[src/rtl/inst_fetch_unit_pkg.sv]
// Shared constants for the instruction fetch stage.
`ifndef ROM_ADDRESS_BITWIDTH
`define ROM_ADDRESS_BITWIDTH 16
`endif

package inst_fetch_unit_pkg;
  localparam int unsigned ROM_ADDR_W       = `ROM_ADDRESS_BITWIDTH;
  localparam int unsigned INST_W_DEFAULT   = 32;
  localparam int unsigned RESET_PC_DEFAULT = 0;
  localparam int unsigned PC_STEP          = 4;
endpackage

[src/rtl/inst_fetch_unit_buffer.sv]
// Two-entry {pc, instruction} FIFO with flush; head comes straight from storage registers.
module fetch_buffer
  import inst_fetch_unit_pkg::*;
#(
  parameter int unsigned ADDR_W = ROM_ADDR_W,
  parameter int unsigned INST_W = INST_W_DEFAULT
) (
  input  logic              clk,
  input  logic              reset,
  input  logic              flush,
  input  logic              push,
  input  logic [ADDR_W-1:0] push_pc,
  input  logic [INST_W-1:0] push_inst,
  input  logic              pop,
  output logic [1:0]        count,
  output logic              head_valid,
  output logic [ADDR_W-1:0] head_pc,
  output logic [INST_W-1:0] head_inst
);

  logic [ADDR_W-1:0] pc_mem   [2];
  logic [INST_W-1:0] inst_mem [2];
  logic              wr_ptr;
  logic              rd_ptr;
  logic              pop_ok;

  assign pop_ok = pop & (count != 2'd0);

  always_ff @(posedge clk or posedge reset) begin
    if (reset) begin
      for (int unsigned i = 0; i < 2; i++) begin
        pc_mem[i]   <= '0;
        inst_mem[i] <= '0;
      end
      wr_ptr <= 1'b0;
      rd_ptr <= 1'b0;
      count  <= '0;
    end else if (flush) begin
      wr_ptr <= 1'b0;
      rd_ptr <= 1'b0;
      count  <= '0;
    end else begin
      if (push) begin
        pc_mem[wr_ptr]   <= push_pc;
        inst_mem[wr_ptr] <= push_inst;
        wr_ptr           <= ~wr_ptr;
      end
      if (pop_ok) begin
        rd_ptr <= ~rd_ptr;
      end
      count <= count + 2'(push) - 2'(pop_ok);
    end
  end

  assign head_valid = (count != 2'd0);
  assign head_pc    = pc_mem[rd_ptr];
  assign head_inst  = inst_mem[rd_ptr];

endmodule

[src/rtl/inst_fetch_unit.sv]
// Fetch stage: owns the PC, issues ROM reads under a 2-slot credit and buffers returned words.
module inst_fetch_unit
  import inst_fetch_unit_pkg::*;
#(
  parameter int unsigned       ADDR_W   = ROM_ADDR_W,
  parameter logic [ADDR_W-1:0] RESET_PC = ADDR_W'(RESET_PC_DEFAULT),
  parameter int unsigned       INST_W   = INST_W_DEFAULT
) (
  input  logic              clk,
  input  logic              reset,
  output logic [ADDR_W-1:0] rom_address,
  input  logic [INST_W-1:0] rom_data,
  input  logic              redirect_valid,
  input  logic [ADDR_W-1:0] redirect_pc,
  output logic              inst_valid,
  input  logic              inst_ready,
  output logic [INST_W-1:0] inst,
  output logic [ADDR_W-1:0] inst_pc
);

  logic [ADDR_W-1:0] fetch_pc;
  logic [ADDR_W-1:0] inflight_pc;
  logic              inflight;
  logic [1:0]        count;
  logic [2:0]        occupancy;
  logic              pop;
  logic              push;
  logic              issue;
  logic              unused_low_bits;

  assign unused_low_bits = ^redirect_pc[1:0];

  // Credit: buffered + in-flight words after this cycle's pop must leave room for one more.
  always_comb begin
    rom_address = fetch_pc;
    if (redirect_valid) begin
      rom_address = {redirect_pc[ADDR_W-1:2], 2'b00};
    end
    pop       = inst_valid & inst_ready;
    push      = inflight & ~redirect_valid;
    occupancy = {1'b0, count} + {2'b00, inflight} - {2'b00, pop};
    issue     = redirect_valid | (occupancy < 3'd2);
  end

  always_ff @(posedge clk or posedge reset) begin
    if (reset) begin
      fetch_pc    <= RESET_PC;
      inflight    <= 1'b0;
      inflight_pc <= '0;
    end else if (issue) begin
      inflight    <= 1'b1;
      inflight_pc <= rom_address;
      fetch_pc    <= rom_address + ADDR_W'(PC_STEP);
    end else begin
      inflight <= 1'b0;
    end
  end

  fetch_buffer #(
    .ADDR_W (ADDR_W),
    .INST_W (INST_W)
  ) u_buf (
    .clk        (clk),
    .reset      (reset),
    .flush      (redirect_valid),
    .push       (push),
    .push_pc    (inflight_pc),
    .push_inst  (rom_data),
    .pop        (pop),
    .count      (count),
    .head_valid (inst_valid),
    .head_pc    (inst_pc),
    .head_inst  (inst)
  );

endmodule

[config.mk]
export PLATFORM = sky130hd
export DESIGN_NAME = inst_fetch_unit
export DESIGN_NICKNAME = d
export VERILOG_FILES = /design/src/rtl/inst_fetch_unit_pkg.sv /design/src/rtl/inst_fetch_unit_buffer.sv /design/src/rtl/inst_fetch_unit.sv
export SDC_FILE = /design/constraint.sdc
export NUM_CORES = 1
export LEC_CHECK = 0
export CAP_MARGIN = 25
export CORE_MARGIN = 1
export CORE_UTILIZATION = 52
export CTS_CLUSTER_SIZE = 25
export DETAILED_ROUTE_END_ITERATION = 10
export GPL_ROUTABILITY_DRIVEN = 0
export PLACE_DENSITY = 0.88
export SLEW_MARGIN = 20
export SYNTH_ARGS = -nofsm -noshare
export SYNTH_HDL_FRONTEND = slang
export SYNTH_SLANG_ARGS = --single-unit
[constraint.sdc]
create_clock -name clk -period 5.2 [get_ports clk]
set_clock_uncertainty 0.15 [all_clocks]
set_input_delay 1.04 -clock clk [delete_from_list [all_inputs] [get_ports clk]]
set_output_delay 1.04 -clock clk [all_outputs]
set_load 0.02 [all_outputs]
==> impl_metrics.toml, run 1 <==
[cts]
cts.sinks = 131
cts_buffer_depth = 2
htree_levels = 4
clk-insertion-delay-late_ns = 0.41
cts_tree = "yes"
clk_pin_slew_ns = 0.05
cts.repair.resized = 0
cts-root-buf = "clkbuf_16"
cts_setup_buffers = 0
cts_buffers = 17
cts_hold_buf = 0

[finish]
final_nets = 621
antenna_cells = 0
final_area_um2 = 7850
final_layout_size_suffix_gt1_frac = 0.248
fillCellCount = 814
syn_to_final_growth_pct = 29.3

[timing]
hold_violations = 0
final-setup-viol-count = 0
hold_slack_ns = 0.327
relSlewSlack = 0.418
fin_crit_ns = 4.06
fmax_ghz = 0.246
rsz0062_at_grt = "false"
period_share = 0.781
fin_tns_setup_ns = 0
worst_slew_pin_slew_ns = 0.870
slew_violations = 0
setup_ws_ns = 1.14

[synth]
yosys.cell_count.top_type = "dfrtp_1"
synth.area.mux_share = 0.294
synth_edf_count = 0
synth-simple-area-share = 0.0629
synth_compound_area_frac = 0.0340
synth.area.top_cells = "dfrtp_1 54%, mux2_2 17%, mux2_1 11%"
synth.largest_area_cell = "dfrtp_1"
syn_inst = 449
ys.flop_type = "dfrtp_1"
synthAdderAreaFrac = 0.0115
async_flop_share = 1.00
synth_xor_area_frac = 0.0217
avgSynthCellArea_um2 = 13.5
synth_top_family_by_area = "multiplexers"
ys_seq_elements = 131
yosysWarnings = 0
synth_area_um2 = 6070
yosysSeqAreaShare = 0.540
ys_top_cells_by_count = "131 x dfrtp_1, 93 x mux2_2, 58 x mux2_1"
synth_nets = 506
ys_types = 44
synth_top_area_frac = 0.540

[global_routing]
grt_usage = 0.220
grt_pass1_wl_mm = 20.3
grt_pass1_vias = 4186
grt_max_degree = 83
grt_overflow = 0
antenna_found_initial = 0

[worst_setup_path]
worst_setup_path_start_kind = "primary input"
critPathBufInv = 4
crit_path_end_kind = "primary output"
required_ns = 4.01
slowest_delay_ns = 0.56
path_max_fanout = 18
slowest_stage = "clkdlybuf4s50_1"
critPathKind = "primary input to primary output"
cp.arrival_ns = 2.87
path_cells = "clkdlybuf4s50_1 -> buf_4 -> mux2i_2 -> inv_1 -> clkdlybuf4s50_1"
crit_path_frequent_cell = "clkdlybuf4s50_1"
critPathTopFamily = "buffers and inverters"

[detailed_routing]
wl_per_cell_um = 17.4
drtIter0Drc = 149
wirelength_mm = 12.5
viasPerCell = 5.46
vias = 3906
drc = 0
drtAntennaViolNets = 0
first_pass_iters = 4

[placement]
hpwl_mm = 8.24
port_buffers = 114
dpl_cell_area_um2 = 7280
place_ws_ns = 1.11

[pwr]
p_per_area_nw_per_um2 = 675
finalPower_w = 0.00529
total_leakage_power_nw = 3.30
peakVddDrop_mv = 0.432

[min_path]
hold_class = "flop to flop"

[die]
initial_core_util = 0.534
chipHeight_um = 110
io_pins = 117
core_area_um2 = 11400
die_x_um = 110
dieArea_um2 = 12100
row_count = 39

[run_status]
status = "finished, final reports clean"

[flow_run]
drv_cap = 0
==> kinds of logic (layout without fill, tap and decap cells) <==
group                      count (synthesis)  count (layout)
xor gates and xnor gates                  15              15
buffers and inverters                     36             160
AOI/OAI and AO/OA                         28              28
adders and majority gates                  5               5
and+or+nand+nor                           76              76
muxes                                    158             158
DFF                                      131             131
==> per-stage QoR <==
step,utilization,cells
finish,0.690,716
global route,0.690,716
CTS,0.690,716
detailed placement,0.641,688
global placement,0.640,688
floorplan,-,449
==> area by class of cell <==
cell class / instances / area (um^2) / area share
repair buffers: 119 / 1190 / 0.152
clock buffers: 22 / 454 / 0.0579
flip-flops and latches: 131 / 3280 / 0.418
inverters: 13 / 53.8 / 0.00686
clock inverters: 6 / 108 / 0.0137
multi-input cells: 282 / 2580 / 0.329
well taps: 143 / 179 / 0.0228
==> layout by cell type (no fill, tap or decap), types with 4 or more instances in the layout <==
master	n
clkbuf_1	4
a21oi_1	14
xnor2_1	11
mux2_1	58
clkbuf_16	17
buf_4	4
mux2_2	93
inv_1	10
clkdlybuf4s50_1	114
nor2b_1	5
dfrtp_1	130
nand2_1	13
xor2_1	4
nand3_1	5
nor2_1	36
nand4_1	5
ha_1	4
==> flip-flops by register name, summed over array words and instances, names as in the netlist <==
name,cells
fetch_pc,16
inflight,1
inflight_pc,14
u_buf.count,2
u_buf.inst_mem,64
u_buf.pc_mem,32
u_buf.rd_ptr,1
u_buf.wr_ptr,1
==> worst paths after layout <==
check,end,cells after the start,slack (ns),from
setup / recovery,rom_address[4],5,1.14,redirect_valid
hold / removal,u_buf.pc_mem[28],1,0.33,u_buf.pc_mem[28]
setup reg to reg,inflight_pc[3],12,1.94,u_buf.count[1]
hold reg to reg,u_buf.pc_mem[28],1,0.33,u_buf.pc_mem[28]
max in group asynchronous,u_buf.rd_ptr,3,3.14,reset
min in group asynchronous,u_buf.inst_mem[9],2,1.01,reset
==> power breakdown <==
group / switching, W / total [W] / internal [W]
logic: 0.00108 / 0.00229 / 0.00121
registers: 0.000331 / 0.00185 / 0.00152
clock network: 0.000399 / 0.00115 / 0.000754
==> routing by layer <==
layer  GRT usage  wire length (um)  vias to the layer above  part of all wire
met5           0                 0                        -                 0
met4      0.0600                82                        0            0.0066
met3      0.0594               632                        9             0.051
met2       0.378              6350                      101              0.51
met1       0.274              5410                     2010              0.43
li1            -                 -                     1786                 -
Note: power is estimated with default switching activity, not from simulation.
==> inputs of run 2 (changes only) <==
- clock period: 5.2 -> 3.97 ns (I/O delays scaled with it)
==> run 2 against run 1 <==
Critical endpoint unchanged. Global-route usage is 0.11 points lower. Via count is 0.44% lower. Critical path depth unchanged. Final area rose by 1.1%. Register-to-register slack worse by 1.0 ns. Clock power increased by 30%. Critical path type unchanged. Final cell count grew 1.1%. Die area unchanged.
==> impl_metrics.toml, run 2 (same netlist as run 1, synthesis figures left out) <==
[cts]
cts_hold_buf = 0
cts.sinks = 131
cts_tree = "yes"
cts_setup_buffers = 0
cts-root-buf = "clkbuf_16"
cts_buffers = 17
clk-insertion-delay-late_ns = 0.41
cts.repair.resized = 0
cts_buffer_depth = 2
htree_levels = 4
clk_pin_slew_ns = 0.05

[global_routing]
grt_overflow = 0
grt_pass1_wl_mm = 20.0
grt_max_degree = 72
grt_usage = 0.219
grt_pass1_vias = 4121
antenna_found_initial = 0

[finish]
final_util = 0.698
antenna_cells = 0
final_cell_mix = "130 x dfrtp_1, 114 x clkdlybuf4s50_1, 93 x mux2_2, 58 x mux2_1, 36 x nor2_1"
final_cell_count_no_fill = 724
layout_commonest_cell = "dfrtp_1"
multi_input_area_um2 = 2580
final_layout_size_suffix_gt1_frac = 0.263
regArea_um2 = 3280
largest_registers = "u_buf.inst_mem: 64 flops, u_buf.pc_mem: 32 flops, fetch_pc: 16 flops"
largest_reg_flops = 64
fillCellCount = 775
top_register = "u_buf.inst_mem"
syn_to_final_growth_pct = 30.7
final_nets = 625

[pwr]
p_per_area_nw_per_um2 = 878
power_frac_seq = 0.341
cell_internal_pwr_w = 0.00454
total_leakage_power_nw = 3.32
peakVddDrop_mv = 0.427
switching_share = 0.348
combinationalPowerShare = 0.444
pwr-share-clk = 0.215
finalPower_w = 0.00696
p_sw_w = 0.00242

[timing]
hold_violations = 0
setup_ws_ns = 0.405
fin_tns_setup_ns = 0
relSlewSlack = 0.565
slew_violations = 0
period_share = 0.898
final-setup-viol-count = 0
rsz0062_at_grt = "false"
fmax_ghz = 0.280
worst_slew_pin_slew_ns = 0.652
fin_crit_ns = 3.57

[detailed_routing]
viasPerCell = 5.37
vias = 3889
drc = 0
wl_per_cell_um = 17.0
first_pass_iters = 4
wirelength_mm = 12.3
drtIter0Drc = 124
drtAntennaViolNets = 0

[die]
die_x_um = 110
initial_core_util = 0.534
chipHeight_um = 110
dieArea_um2 = 12100
row_count = 39
io_pins = 117
core_area_um2 = 11400

[placement]
port_buffers = 114
hpwl_mm = 8.27
dp.cells = 692
place_ws_ns = 0.336

[flow_run]
drv_cap = 0

[worst_setup_path]
path_max_fanout = 35
crit_path_end_kind = "primary output"
required_ns = 3.03
worst_setup_path_start_kind = "primary input"
critPathKind = "primary input to primary output"
cp.arrival_ns = 2.62
r2r_slack_ns = 0.93

[run_status]
status = "finished, final reports clean"

[min_path]
hold_class = "flop to flop"
run 2: changes by cell type in the layout (fill, tap and decap cells not counted), sizes merged:
cell	delta
clkinv	+5
clkinvlp	+5
buf	+4
clkbuf	-4
bufinv	-1
inv	-1
run 2: worst paths after layout:
kind                                    startpoint                  to  cells past startpoint
worst max-delay path                redirect_valid      rom_address[4]                      5
worst min-delay path            u_buf.inst_mem[44]  u_buf.inst_mem[44]                      1
worst max register to register      u_buf.count[1]     inflight_pc[14]                     14
worst min register to register  u_buf.inst_mem[44]  u_buf.inst_mem[44]                      1
max in group asynchronous                    reset    u_buf.pc_mem[12]                      3
min in group asynchronous                    reset  u_buf.inst_mem[55]                      2
run 2: cell type report:
cell class              instances  share of cell area
clock inverters                14              0.0177
repair buffers                123               0.160
multi-input cells             282               0.325
flip-flops and latches        131               0.413
inverters                      13             0.00663
well taps                     143              0.0226
clock buffers                  18              0.0541
run 2: per-stage QoR:
stage / instance area [um^2] / hold slack (ns)
2_1_floorplan: 6070 / 0.301
3_3_place_gp: 7360 / 0.313
3_5_place_dp: 7360 / 0.322
4_1_cts: 7930 / 0.334
5_1_grt: 7930 / 0.351
6_report: 7930 / 0.332
run 2: layer usage:
| metal | routed length [um] | global-route usage | vias to the layer above |
|---|---|---|---|
| li1 | - | - | 1807 |
| met1 | 5440 | 0.275 | 1943 |
| met2 | 5990 | 0.363 | 122 |
| met3 | 735 | 0.0629 | 17 |
| met4 | 148 | 0.0752 | 0 |
| met5 | 0 | 0 | - |
run 2: worst max-delay path, stage by stage:
cell             delay, ns
clkdlybuf4s50_1       0.50
buf_12                0.23
mux2i_2               0.41
inv_1                 0.10
clkdlybuf4s50_1       0.57
run 2: power by group through the flow:
| stage | Combinational (W) | Sequential (W) | Clock [W] |
|---|---|---|---|
| floorplan | 0.00208 | 0.00224 | 0 |
| global placement | 0.00302 | 0.00233 | 0 |
| detailed placement | 0.00310 | 0.00239 | 0 |
| CTS | 0.00313 | 0.00238 | 0.00151 |
| global route | 0.00333 | 0.00247 | 0.00158 |
| finish | 0.00309 | 0.00238 | 0.00149 |
==> inputs of run 3 (changes only) <==
- CORE_MARGIN: 1 -> 5
- SLEW_MARGIN: 20 -> 0
==> run 3 against run 2 <==
Worst setup slack got worse by 0.014 ns. Critical path depth unchanged. Sequential share of layout area shrank 0.14 points. Highest routed layer unchanged.
==> impl_metrics.toml, run 3 (same netlist as run 1, synthesis figures left out) <==
[cts]
cts-root-buf = "clkbuf_16"
htree_levels = 4
cts_buffers = 17
cts_setup_buffers = 0
cts_buffer_depth = 2
clk-insertion-delay-late_ns = 0.40
cts.sinks = 131
cts.repair.resized = 0
clk_pin_slew_ns = 0.05
cts_tree = "yes"
cts_hold_buf = 0

[die]
core_area_um2 = 11400
row_count = 39
initial_core_util = 0.531
die_x_um = 118
dieArea_um2 = 13900
io_pins = 117
chipHeight_um = 118

[worst_setup_path]
r2r-end = "fetch_pc[8]"
r2r-start = "u_buf.count[1]"
crit_path_end_kind = "primary output"
worst_setup_path_start_kind = "primary input"
required_ns = 3.03
path_max_fanout = 35
critPathKind = "primary input to primary output"
reg2reg_depth = 14
cp.arrival_ns = 2.63
r2r_slack_ns = 1.03

[timing]
hold_violations = 0
fmax_ghz = 0.279
fin_tns_setup_ns = 0
slew_violations = 0
worst_slew_pin_slew_ns = 0.632
rsz0062_at_grt = "false"
final-setup-viol-count = 0
relSlewSlack = 0.579
period_share = 0.901
fin_crit_ns = 3.58

[detailed_routing]
vias = 3917
viasPerCell = 5.40
drc = 0
drtIter0Drc = 161
first_pass_iters = 5
drtAntennaViolNets = 0
wirelength_mm = 12.4
wl_per_cell_um = 17.1

[global_routing]
grt_pass1_wl_mm = 21.5
grt_overflow = 0
use_met1 = 0.235
antenna_found_initial = 0
grt_most_used_layer = "met2"
grt_max_degree = 36
grt_usage = 0.186
use_met3 = 0.0509
global_route.usage.met2 = 0.308
grt_pass1_vias = 4384

[finish]
largest_registers = "u_buf.inst_mem: 64 flops, u_buf.pc_mem: 32 flops, fetch_pc: 16 flops"
largest_reg_flops = 64
top_register = "u_buf.inst_mem"
final_layout_size_suffix_gt1_frac = 0.266
syn_to_final_growth_pct = 31.2
final_cell_mix = "130 x dfrtp_1, 114 x clkdlybuf4s50_1, 93 x mux2_2, 58 x mux2_1, 36 x nor2_1"
antenna_cells = 0
final_nets = 626
final_util = 0.697
layout_commonest_cell = "dfrtp_1"

[run_status]
status = "finished, final reports clean"

[min_path]
hold_path_end = "u_buf.inst_mem[50]"
hold_class = "flop to flop"
hold_depth = 1
min_from = "u_buf.inst_mem[50]"

[placement]
hpwl_mm = 8.71
port_buffers = 114

[pwr]
p_per_area_nw_per_um2 = 881
peakVddDrop_mv = 0.488
total_leakage_power_nw = 3.34

[flow_run]
drv_cap = 0
[run 3: cell types whose count changed in the layout (fill, tap and decap cells not counted), sizes merged]
cell      delta
clkinvlp     -1
buf          +1
bufinv       +1
[run 3: worst max path at each step]
stage                    from        endpoint  slack [ns]
5_1_grt        redirect_valid  rom_address[4]        0.32
4_1_cts        redirect_valid  rom_address[4]        0.39
3_5_place_dp   redirect_valid  rom_address[4]        0.37
3_3_place_gp   redirect_valid  rom_address[4]        0.43
2_1_floorplan      inst_ready  inflight_pc[4]        1.16
6_report       redirect_valid  rom_address[4]        0.39
[run 3: worst max-delay path, stage by stage]
cell,delay [ns]
clkdlybuf4s50_1,0.50
buf_12,0.23
mux2i_2,0.43
inv_1,0.11
clkdlybuf4s50_1,0.56
[run 3: layout make-up]
cell class | count | area, um^2
Sequential cell | 131 | 3280
Fill cell | 810 | 3460
Clock buffer | 18 | 439
Timing Repair Buffer | 124 | 1270
Tap cell | 143 | 179
Multi-Input combinational cell | 282 | 2580
Inverter | 13 | 52.6
Clock inverter | 14 | 163
[run 3: per-layer routing]
layer | up-vias | wire [um]
li1 | 1817 | -
met5 | - | 0
met4 | 0 | 178
met3 | 19 | 621
met2 | 111 | 6220
met1 | 1970 | 5350
[run 3: power breakdown]
| part | switching [W] | total (W) | leakage, nW | internal (W) |
|---|---|---|---|---|
| combinational | 0.00146 | 0.00309 | 1.51 | 0.00163 |
| sequential | 0.000381 | 0.00237 | 1.55 | 0.00199 |
| clock | 0.000557 | 0.00155 | 0.287 | 0.000998 |
| total | 0.00240 | 0.00702 | 3.34 | 0.00462 |
[run 3: stage by stage]
| step | setup slack [ns] | hold WS [ns] | instances | total power, W | area, um^2 |
|---|---|---|---|---|---|
| after floorplan | 1.16 | 0.301 | 449 | 0.00431 | 6070 |
| after global placement | 0.433 | 0.311 | 693 | 0.00537 | 7360 |
| after detailed placement | 0.368 | 0.322 | 693 | 0.00551 | 7360 |
| after CTS | 0.387 | 0.335 | 725 | 0.00711 | 7960 |
| after global routing | 0.315 | 0.351 | 725 | 0.00745 | 7960 |
| final | 0.391 | 0.331 | 725 | 0.00702 | 7960 |
